`config.mk`:
```
export PLATFORM = sky130hd
export DESIGN_NAME = mem_arbiter
export DESIGN_NICKNAME = d
export VERILOG_FILES = /design/src/rtl/mem_arbiter.sv
export SDC_FILE = /design/constraint.sdc
export NUM_CORES = 1
export LEC_CHECK = 0
export ABC_AREA = 1
export BUFFER_PORTS_ARGS = -buffer_cell sky130_fd_sc_hd__buf_2
export CAP_MARGIN = 20
export CORE_AREA = 2 2 154 156
export CTS_CLUSTER_DIAMETER = 200
export DETAILED_ROUTE_END_ITERATION = 10
export DIE_AREA = 0 0 156 158
export PLACE_DENSITY = 0.75
export SLEW_MARGIN = 25
export SYNTH_ARGS = -nofsm -noshare
export SYNTH_HDL_FRONTEND = slang
export SYNTH_SLANG_ARGS = --single-unit
```
`constraint.sdc`:
```
create_clock -name clk -period 1.6 [get_ports clk]
set_input_delay 0.24 -clock clk [delete_from_list [all_inputs] [get_ports clk]]
set_output_delay 0.24 -clock clk [all_outputs]
set_load 0.03 [all_outputs]
```
`src/rtl/mem_arbiter.sv`:
```
// N-port memory arbiter: one-deep request slot per port, round-robin grant onto a single Memory port.
// Define MEM_ARBITER_FIXED_PRIORITY_EN to make the lowest-index pending port always win instead.
module mem_arbiter #(
    parameter int NUM_PORTS  = 2,
    parameter int ADDR_WIDTH = 32,
    parameter int DATA_WIDTH = 32
) (
    input  logic                             clk,
    input  logic                             reset,
    input  logic [NUM_PORTS-1:0]             req_cmd_start,
    input  logic [NUM_PORTS-1:0]             req_cmd_write,
    output logic [NUM_PORTS-1:0]             req_cmd_ready,
    input  logic [NUM_PORTS*ADDR_WIDTH-1:0]  req_addr,
    input  logic [NUM_PORTS*DATA_WIDTH-1:0]  req_wdata,
    input  logic [NUM_PORTS*DATA_WIDTH-1:0]  req_wmask,
    output logic [NUM_PORTS*DATA_WIDTH-1:0]  req_rdata,
    output logic [NUM_PORTS-1:0]             req_rdata_valid,
    output logic                             mem_cmd_start,
    output logic                             mem_cmd_write,
    input  logic                             mem_cmd_ready,
    output logic [ADDR_WIDTH-1:0]            mem_addr,
    output logic [DATA_WIDTH-1:0]            mem_wdata,
    output logic [DATA_WIDTH-1:0]            mem_wmask,
    input  logic [DATA_WIDTH-1:0]            mem_rdata,
    input  logic                             mem_rdata_valid,
    output logic                             dbg_state
);

    // Handshakes: a requester transfers when req_cmd_start[i] && req_cmd_ready[i] in the same
    // cycle; the Memory port transfers when mem_cmd_start && mem_cmd_ready (start is never raised
    // without ready, and mem_* are zero whenever start is low). Read data is a one-cycle pulse.

    localparam int PTR_W = (NUM_PORTS > 1) ? $clog2(NUM_PORTS) : 1;

    typedef logic [PTR_W-1:0] ptr_t;
    typedef enum logic {
        ST_IDLE      = 1'b0,
        ST_WAIT_READ = 1'b1
    } state_t;

    state_t                 state_q, state_d;
    ptr_t                   rr_ptr_q, rr_ptr_d;
    ptr_t                   cur_q, cur_d;
    logic [NUM_PORTS-1:0]   pending_q, pending_d;
    logic [NUM_PORTS-1:0]   write_q, write_d;
    logic [NUM_PORTS-1:0]   rdata_valid_q, rdata_valid_d;
    logic [ADDR_WIDTH-1:0]  addr_q  [NUM_PORTS];
    logic [ADDR_WIDTH-1:0]  addr_d  [NUM_PORTS];
    logic [DATA_WIDTH-1:0]  wdata_q [NUM_PORTS];
    logic [DATA_WIDTH-1:0]  wdata_d [NUM_PORTS];
    logic [DATA_WIDTH-1:0]  wmask_q [NUM_PORTS];
    logic [DATA_WIDTH-1:0]  wmask_d [NUM_PORTS];
    logic [DATA_WIDTH-1:0]  rdata_q [NUM_PORTS];
    logic [DATA_WIDTH-1:0]  rdata_d [NUM_PORTS];

    ptr_t grant;
    ptr_t next_ptr;
    logic grant_found;
    logic any_pending;
    logic issue;

    // Grant search: first pending slot at or after the round-robin pointer.
    always_comb begin
        int   idx;
        ptr_t idx_p;
        idx         = 0;
        idx_p       = '0;
        grant       = '0;
        grant_found = 1'b0;
        for (int k = 0; k < NUM_PORTS; k++) begin
`ifdef MEM_ARBITER_FIXED_PRIORITY_EN
            idx = k;
`else
            idx = (int'(rr_ptr_q) + k) % NUM_PORTS;
`endif
            idx_p = ptr_t'(idx);
            if (!grant_found && pending_q[idx_p]) begin
                grant_found = 1'b1;
                grant       = idx_p;
            end
        end
    end

    assign any_pending = |pending_q;
    assign next_ptr    = ptr_t'((int'(grant) + 1) % NUM_PORTS);
    assign issue       = (state_q == ST_IDLE) && any_pending && mem_cmd_ready && !reset;

    assign mem_cmd_start = issue;
    assign mem_cmd_write = issue ? write_q[grant] : 1'b0;
    assign mem_addr      = issue ? addr_q[grant]  : '0;
    assign mem_wdata     = issue ? wdata_q[grant] : '0;
    assign mem_wmask     = issue ? wmask_q[grant] : '0;

    assign req_cmd_ready   = ~pending_q;
    assign req_rdata_valid = rdata_valid_q;
    assign dbg_state       = state_q;

    for (genvar gi = 0; gi < NUM_PORTS; gi++) begin : g_rdata_out
        assign req_rdata[gi*DATA_WIDTH +: DATA_WIDTH] = rdata_q[gi];
    end

    always_comb begin
        state_d       = state_q;
        rr_ptr_d      = rr_ptr_q;
        cur_d         = cur_q;
        pending_d     = pending_q;
        write_d       = write_q;
        addr_d        = addr_q;
        wdata_d       = wdata_q;
        wmask_d       = wmask_q;
        rdata_d       = rdata_q;
        rdata_valid_d = '0;

        // A slot only accepts while empty, so accept never collides with completion of that slot.
        for (int i = 0; i < NUM_PORTS; i++) begin
            if (req_cmd_start[i] && !pending_q[i]) begin
                pending_d[i] = 1'b1;
                write_d[i]   = req_cmd_write[i];
                addr_d[i]    = req_addr[i*ADDR_WIDTH +: ADDR_WIDTH];
                wdata_d[i]   = req_wdata[i*DATA_WIDTH +: DATA_WIDTH];
                wmask_d[i]   = req_wmask[i*DATA_WIDTH +: DATA_WIDTH];
            end
        end

        case (state_q)
            ST_IDLE: begin
                if (issue) begin
`ifndef MEM_ARBITER_FIXED_PRIORITY_EN
                    rr_ptr_d = next_ptr;
`endif
                    if (write_q[grant]) begin
                        pending_d[grant] = 1'b0;
                    end else begin
                        cur_d   = grant;
                        state_d = ST_WAIT_READ;
                    end
                end
            end
            ST_WAIT_READ: begin
                if (mem_rdata_valid) begin
                    rdata_d[cur_q]       = mem_rdata;
                    rdata_valid_d[cur_q] = 1'b1;
                    pending_d[cur_q]     = 1'b0;
                    state_d              = ST_IDLE;
                end
            end
            default: state_d = ST_IDLE;
        endcase
    end

    always_ff @(posedge clk) begin
        if (reset) begin
            state_q       <= ST_IDLE;
            rr_ptr_q      <= '0;
            cur_q         <= '0;
            pending_q     <= '0;
            write_q       <= '0;
            rdata_valid_q <= '0;
            for (int i = 0; i < NUM_PORTS; i++) begin
                addr_q[i]  <= '0;
                wdata_q[i] <= '0;
                wmask_q[i] <= '0;
                rdata_q[i] <= '0;
            end
        end else begin
            state_q       <= state_d;
            rr_ptr_q      <= rr_ptr_d;
            cur_q         <= cur_d;
            pending_q     <= pending_d;
            write_q       <= write_d;
            rdata_valid_q <= rdata_valid_d;
            for (int i = 0; i < NUM_PORTS; i++) begin
                addr_q[i]  <= addr_d[i];
                wdata_q[i] <= wdata_d[i];
                wmask_q[i] <= wmask_d[i];
                rdata_q[i] <= rdata_d[i];
            end
        end
    end

endmodule

```
* After elaboration in Yosys (flattened, before gate mapping)
Index checks and enable logic that the tools add are counted.
** Cells by class
- Add/subtract/negate cells :: 2
- $lt $le $gt $ge :: 9
- Mux-type cells :: 39
- Bitwise operators :: 10
- Reduce and logical (&&, ||, !) cells :: 18
** Operators by type and width (count)
- $mux 32 :: 13
- $bwmux 64 :: 1
- $demux 32 s1 :: 1
- $mux 1 :: 17
- $logic_and 1x1->1 :: 9
- $lt 1x2->1 const B :: 4
- $mux 2 :: 3
- $not 2->2 :: 3
- $and 2x2->2 :: 2
- $ge 2x2->1 const B :: 2
- $logic_not 1->1 :: 4
- $not 1->2 :: 2
- $pmux 2 s2 :: 1
- $reduce_and 2->1 :: 2
- $not 1->1 :: 3
- $reduce_and 3->1 :: 1
- $reduce_or 3->1 :: 1
- $add 1x1->1 const B :: 2
- $demux 1 s1 :: 2
- $ge 1x1->1 const B :: 2
- $lt 2x1->1 const B :: 1
- $pmux 1 s2 :: 1
- $reduce_or 2->1 :: 1
** Storage, ports and cells
- Flip-flop bits (word level) :: 265
- Input port bits :: 232
- Output and inout bits :: 167
- Word-level logic and storage cells :: 93

* Depth between registers and ports, before layout
Gate-level depths: netlist of run 1.
- Depth after elaboration :: 15
- Depth in mapped cells :: 8
- Depth with buffers taken out :: 8

* Worst setup path before layout of run 1
Ideal clock, no wire load.
- Kind :: register to output
- Start point :: reg state_q (netlist: dbg_state)
- End point :: out mem_wdata[12]
- Arrival :: 1.727 ns
- Required time :: 1.360 ns
- Path slack :: -0.367 ns
- Stages on the path, launching flop included :: 7
- Path buffers :: 1
- Cell sequence :: dfxtp_1 -> inv_1 -> nand3_4 -> nor2_4 -> inv_2 -> clkbuf_1 -> a21oi_1
** Between the ends
- Longest elaborated chain between the ends :: 5
** RTL lines
- start, declared :: RTL line 41 : state_t state_q, state_d;
- start signal, assigned :: RTL line 166 : state_q <= state_d;
- $not 1->1 (no line)
- $logic_and 1x1->1 (3 in series) :: RTL line 86 : assign issue = (state_q == ST_IDLE) && any_pending && mem_cmd_ready && !reset;
- net mem_cmd_start :: RTL line 18 : output logic mem_cmd_start,
- $mux 32 :: RTL line 91 : assign mem_wdata = issue ? wdata_q[grant] : '0;
- end, declared :: RTL line 22 : output logic [DATA_WIDTH-1:0] mem_wdata,
The timed path passes the listed nets, and every way through them passes these cells.

* Worst setup path in the final report of run 1
- Start point :: reg pending_q[0]
- End point :: out mem_wdata[1]
** Between the ends
- Longest elaborated chain between the ends :: 11
- Elaborated cells on any way between the ends :: 18
- Classes of those cells :: mux: 11; bitwise: 1; reduce/logical: 6
** RTL lines
- start, declared :: RTL line 44 : logic [NUM_PORTS-1:0] pending_q, pending_d;
- start signal, assigned :: RTL line 169 : pending_q <= pending_d;
- $mux 1 (implied by the code) (2 in series) :: RTL line 77 : if (!grant_found && pending_q[idx_p]) begin
- $mux 1 :: RTL line 77
- $logic_not 1->1 :: RTL line 77
- $logic_and 1x1->1 :: RTL line 77
- $mux 1 :: RTL line 77
- $not 1->2 (implied by the code) :: RTL line 91
- $mux 32 (implied by the code) (3 in series) :: RTL line 91
- $mux 32 * :: RTL line 91
Mark *: on every way between the ends. The rest lies on a longest branch, timed or not. The select of a mux whose other input is x is not followed.

==> results.yml, run 1 <==
synthesis:
  synth_area_um2: 10400
  synth-seq-area-share: 0.508
  synth_fa_ha_area_frac: 0
  synthArstFlopShare: 0
  synthFlopType: "dfxtp_1"
  synth_edf_count: 0
  synth_area_per_cell_um2: 7.22
  synth_compound_area_frac: 0.177
  ys_types: 22
  syn_inst: 1448
  synthTopCellsByCount: "nor2_1 (389), dfxtp_1 (265), o21ai_0 (237)"
  muxShareOfSynthArea: 0
  synthMostInstantiatedCell: "nor2_1"
  ys_top_cells_by_area: "dfxtp_1 (51%), nor2_1 (14%), o21ai_0 (11%)"
  synthXorXnorAreaFrac: 0
  yosys.area_share.simple: 0.251
  yosysWarnings: 0
  synth_top_family_by_area: "simple AND/OR/NAND/NOR gates"
  synth.top_cell.area_share: 0.508
  yosys_register_bits: 265
  synthesis.nets: 1680
  synth_top_cell_by_area: "dfxtp_1"
cts:
  clock_latency_ns: 0.54
  numCtsBuffers: 28
  clk_pin_slew_ns: 0.06
  tritoncts: "built"
  clockBufferDepth: 3
  clock-sinks: 265
  clock-root-buffer: "clkbuf_16"
  htree_levels: 1
detailed_routing:
  drt-total-wl_um: 48000
  viasPerCell: 5.66
  firstDrtPassIters: 6
  antenna_left: 0
  drt_iter0_drc: 1476
  drc: 0
  post_drt_wl_per_cell_um: 20.3
  vias: 13400
floorplanning:
  die_y_um: 158
  core_area_um2: 23100
  std_cell_rows: 56
  start_util: 0.453
  die_area_um2: 24600
  die_x_um: 156
  ios: 399
grt:
  antenna_found_initial: 5
  grt_pass1_wl_um: 69300
  grt_start_max_net_pins: 124
  grt_overflow: 0
  grt_usage: 0.356
  grt_pass1_vias: 13000
critical_path:
  arrival_ns: 1.92
  cp.required_ns: 1.36
  crit_path_start_kind: "flip-flop"
  cp-end-kind: "output pin"
  critical_path.max_fanout: 15
  critPathKind: "flip-flop to output pin"
power_and_ir_drop:
  power.total_uw: 17800
  power.switching_uw: 4930
  p_clk_frac: 0.398
  internal_power_uw: 12800
  power_frac_seq: 0.412
  p_sw_frac: 0.278
  peakVddDrop_v: 0.000676
  power_leakage_uw: 0.00774
  p_comb_frac: 0.190
  power_density_nw_per_um2: 984
timing:
  max_freq_ghz: 0.463
  hold_viol_final: 1
  drv_slew: 0
  grt_setup_unrepaired: "yes"
  worst_slack_ns: -0.562
  period_needed_ns: 2.16
  clock_skew_ns: 0.00949
  relSlewSlack: 0.657
  tightest_slew_ns: 0.514
  final-setup-viol-count: 100
  finalCritPeriodShare: 1.35
  fin_hold_ws_ns: -0.0100
placement:
  hpwlAfterDp_um: 23800
  pre_cts_ws_ns: -0.0404
  gp_congestion: 0.910
  io_buffers: 398
cells_and_area:
  drive_gt1_frac: 0.317
  area.growth.synth_to_final_pct: 72.6
  final.fill_count: 1388
  finalNetCount: 2287
status:
  failed_checks: "negative hold slack, negative setup slack"
  status: "complete, but fails checks"
run:
  drv_cap: 0
hold_path:
  hp-class: "primary input to flip-flop"
critical path: stages, from the launching register on:
cell,delay (ns)
dfxtp_4,0.37
buf_6,0.11
nor2_4,0.04
nor2_4,0.24
inv_8,0.12
buf_16,0.19
a21oi_4,0.17
buf_6,0.15
sequential cells by signal, indices dropped and copies added, names as in the netlist:
register	count
addr_q	64
dbg_state	1
cur_q	1
rr_ptr_q	1
pending_q	2
write_q	2
wdata_q	64
req_rdata_valid	2
req_rdata	64
wmask_q	64
repair_timing:
| item | CTS | global route |
|---|---|---|
| pin swaps | 7 | 12 |
| buffers inserted | 6 | 3 |
| gates resized for setup | 216 | 79 |
| hold buffers | 212 | 0 |
| endpoints found under the hold margin | 238 | 0 |
| endpoints found under the setup margin | 99 | 115 |
| cloned | 9 | 4 |
final timing paths:
path / startpoint / endpoint / slack [ns] / cells past startpoint
max: pending_q[0] / mem_wdata[1] / -0.56 / 7
min: req_wdata[17] / wdata_q[49] / -0.01 / 3
max reg2reg: pending_q[0] / wdata_q[35] / -0.03 / 9
min reg2reg: req_rdata[55] / req_rdata[55] / 0.47 / 2
kinds of logic after synthesis:
kind of cell | after synthesis
DFF | 265
and+or+nand+nor | 664
buffers and inverters | 157
AOI/OAI and AO/OA | 362
layout by cell type, fill, tap and decap left out, types with 2 or more instances in the layout:
cell / n
a21oi_4: 49
nand2_4: 5
buf_6: 106
inv_1: 37
clkbuf_16: 34
inv_2: 3
buf_8: 3
buf_4: 33
dlygate4sd3_1: 212
buf_16: 11
buf_12: 18
nand3_1: 68
nand4_1: 2
buf_2: 299
nand2_2: 18
bufinv_16: 5
clkbuf_1: 7
nor2_4: 2
nor2_1: 388
o21ai_0: 230
inv_6: 2
a21oi_1: 3
clkbuf_8: 2
dfxtp_1: 261
nand2_1: 177
diode_2: 4
dfxtp_4: 3
clkinv_2: 8
o21ai_1: 31
a21oi_2: 48
power groups by stage:
| stage | combinational, uW | sequential (uW) | clock (uW) |
|---|---|---|---|
| 2_1_floorplan | 1410 | 7410 | 0 |
| 3_3_place_gp | 2290 | 7390 | 0 |
| 3_5_place_dp | 2340 | 7410 | 0 |
| 4_1_cts | 3050 | 7270 | 7050 |
| 5_1_grt | 3580 | 7350 | 7330 |
| 6_report | 3370 | 7320 | 7070 |
area by class of cell:
type                            instances  area (um^2)  area share
Tap cell                              290          363      0.0201
Antenna cell                            4         10.0    0.000555
Sequential cell                       265         5320       0.295
Inverter                               46          203      0.0112
Timing Repair Buffer                  687         5880       0.326
Multi-Input combinational cell       1026         5270       0.292
Clock buffer                           39          805      0.0446
Clock inverter                         12          189      0.0105
Timing Repair inverter                  1         8.76    0.000486
stage by stage:
step,setup TNS [ns],instance area (um^2),cells,utilization
final,-49.57,18000,2370,0.782
after global placement,-0.299,13500,2081,0.587
after detailed placement,-0.717,13500,2081,0.587
after floorplan,-4.86,11000,1448,-
after global routing,-56.31,18000,2370,0.782
after CTS,-47.94,17600,2359,0.764
metal layers:
metal / global-route usage / wire length (um) / part of all wire
met4: 0.198 / 3010 / 0.063
met2: 0.634 / 23700 / 0.49
met3: 0.0704 / 4270 / 0.089
met1: 0.400 / 17000 / 0.35
met5: 0 / 13 / 0.00027
No activity file was read; power rests on OpenSTA's default activity.
==> run 2: changes to the inputs <==
--- a/config.mk
+++ b/config.mk
@@ -12,7 +12,7 @@
 export CTS_CLUSTER_DIAMETER = 200
 export DETAILED_ROUTE_END_ITERATION = 10
 export DIE_AREA = 0 0 156 158
-export PLACE_DENSITY = 0.75
+export PLACE_DENSITY_LB_ADDON = 0.25
 export SLEW_MARGIN = 25
 export SYNTH_ARGS = -nofsm -noshare
 export SYNTH_HDL_FRONTEND = slang
==> results.yml, run 2 (synthesized netlist as in run 1, its figures left out) <==
cts:
  tritoncts: "built"
  clockBufferDepth: 3
  clock-root-buffer: "clkbuf_16"
  clk_pin_slew_ns: 0.06
  clock-sinks: 265
  clock_latency_ns: 0.53
  numCtsBuffers: 28
  htree_levels: 1
timing:
  clock_skew_ns: 0.00937
  worst_slack_ns: -0.571
  drv_slew: 0
  max_freq_ghz: 0.461
  finalCritPeriodShare: 1.36
  tightest_slew_ns: 0.440
  final-setup-viol-count: 98
  relSlewSlack: 0.706
  fin_hold_ws_ns: 0.0190
  grt_setup_unrepaired: "yes"
  hold_viol_final: 0
  period_needed_ns: 2.17
grt:
  grt_pass1_wl_um: 65000
  grt_start_max_net_pins: 88
  antenna_found_initial: 5
  grt_usage: 0.330
  grt_overflow: 0
  grt_pass1_vias: 12800
critical_path:
  r2r-start: "pending_q[0]"
  critPathTopFamily: "buffers and inverters"
  reg2regPathDepth: 7
  crit_path_start_kind: "flip-flop"
  critPathKind: "flip-flop to output pin"
  cp-end-kind: "output pin"
  critical_path.max_fanout: 8
  critical_path.cell_chain: "inv_2 > nand2_4 > nand2_8 > clkinv_8 > buf_12 > buf_12 > nand2_2 > a21oi_4 > buf_6"
  cp.required_ns: 1.36
  max_stage_delay_ns: 0.32
  cp_common_cell: "buf_12"
  path_buf_inv: 5
  arrival_ns: 1.93
  slowest_stage: "dfxtp_2"
  reg2reg_slack_ns: 0.15
  reg2reg_to: "addr_q[45]"
power_and_ir_drop:
  power_density_nw_per_um2: 950
  power.total_uw: 17300
  power_leakage_uw: 0.00777
  peakVddDrop_v: 0.000851
cells_and_area:
  drive_gt1_frac: 0.322
  final_cell_mix: "nor2_1 (388), buf_2 (298), dfxtp_1 (261)"
  area.growth.synth_to_final_pct: 74.1
  finalNetCount: 2280
  final_common_cell: "nor2_1"
  final_area_um2: 18200
  post-route-util: 0.789
status:
  status: "complete, but fails checks"
  failed_checks: "negative setup slack"
hold_path:
  min_to: "addr_q[17]"
  worst_hold_startpoint: "req_addr[49]"
  hold_depth: 3
  hp-class: "primary input to flip-flop"
detailed_routing:
  drc: 0
  drt-total-wl_um: 47300
  vias: 13200
  drt_iter0_drc: 1265
  viasPerCell: 5.58
  antenna_left: 0
  firstDrtPassIters: 6
  post_drt_wl_per_cell_um: 20.0
floorplanning:
  die_area_um2: 24600
  std_cell_rows: 56
  ios: 399
  die_y_um: 158
  core_area_um2: 23100
  die_x_um: 156
  start_util: 0.453
placement:
  gp_congestion: 0.843
  io_buffers: 398
  hpwlAfterDp_um: 23700
  pre_cts_ws_ns: -0.0517
  post_dp_cell_area_um2: 13500
run:
  drv_cap: 0
==> run 2: area by class of cell <==
cell class | count | area, um^2
repair buffers | 679 | 5890
multi-input cells | 1026 | 5450
flip-flops and latches | 265 | 5320
fillers | 1392 | 4860
clock buffers | 44 | 863
well taps | 290 | 363
inverters | 46 | 221
clock inverters | 7 | 62.6
repair inverters | 2 | 20.0
diodes | 5 | 12.5
==> run 2: metrics by stage <==
step | TNS, ns | std cells
finish | -46.87 | 2364
global route | -52.93 | 2364
CTS | -49.53 | 2345
detailed placement | -0.619 | 2070
global placement | -0.122 | 2070
floorplan | -4.86 | 1448
==> run 2: repair_timing <==
action	in CTS	in global routing
hold buffers	214	0
cloned	5	9
hold endpoints to repair	243	0
setup buffers	5	7
setup endpoints to repair	99	141
resized for setup	219	101
pin swaps	4	14
==> run 2: routing by layer <==
metal,GRT usage,share of wire,vias up
met4,0.199,0.065,0
met1,0.369,0.36,6143
li1,-,-,5881
met2,0.569,0.49,899
met3,0.0821,0.090,272
met5,0,0,-
==> run 2: worst max-delay path by stage <==
stage	from	endpoint	slack (ns)	cells past startpoint
3_5_place_dp	reset	addr_q[14]	-0.05	6
3_3_place_gp	rr_ptr_q	mem_wmask[31]	-0.04	8
6_report	rr_ptr_q	mem_wdata[14]	-0.57	9
4_1_cts	dbg_state	mem_wmask[31]	-0.54	7
5_1_grt	rr_ptr_q	mem_wdata[14]	-0.70	9
2_1_floorplan	dbg_state	mem_wmask[10]	-0.06	7
==> run 2: worst register-to-register path, delay by kind of cell, from the launching register on <==
family                 cells  cell delay [ns]
AO/OA/AOI/OAI              1             0.29
buffers and inverters      4             0.53
flip-flops                 1             0.34
AND/OR/NAND/NOR            2             0.16
==> run 2: power breakdown <==
| part | leakage [uW] | internal, uW | switching [uW] |
|---|---|---|---|
| logic | 0.00513 | 1480 | 1910 |
| registers | 0.00218 | 7040 | 289 |
| clock network | 0.000456 | 3850 | 2710 |
| total | 0.00777 | 12400 | 4910 |
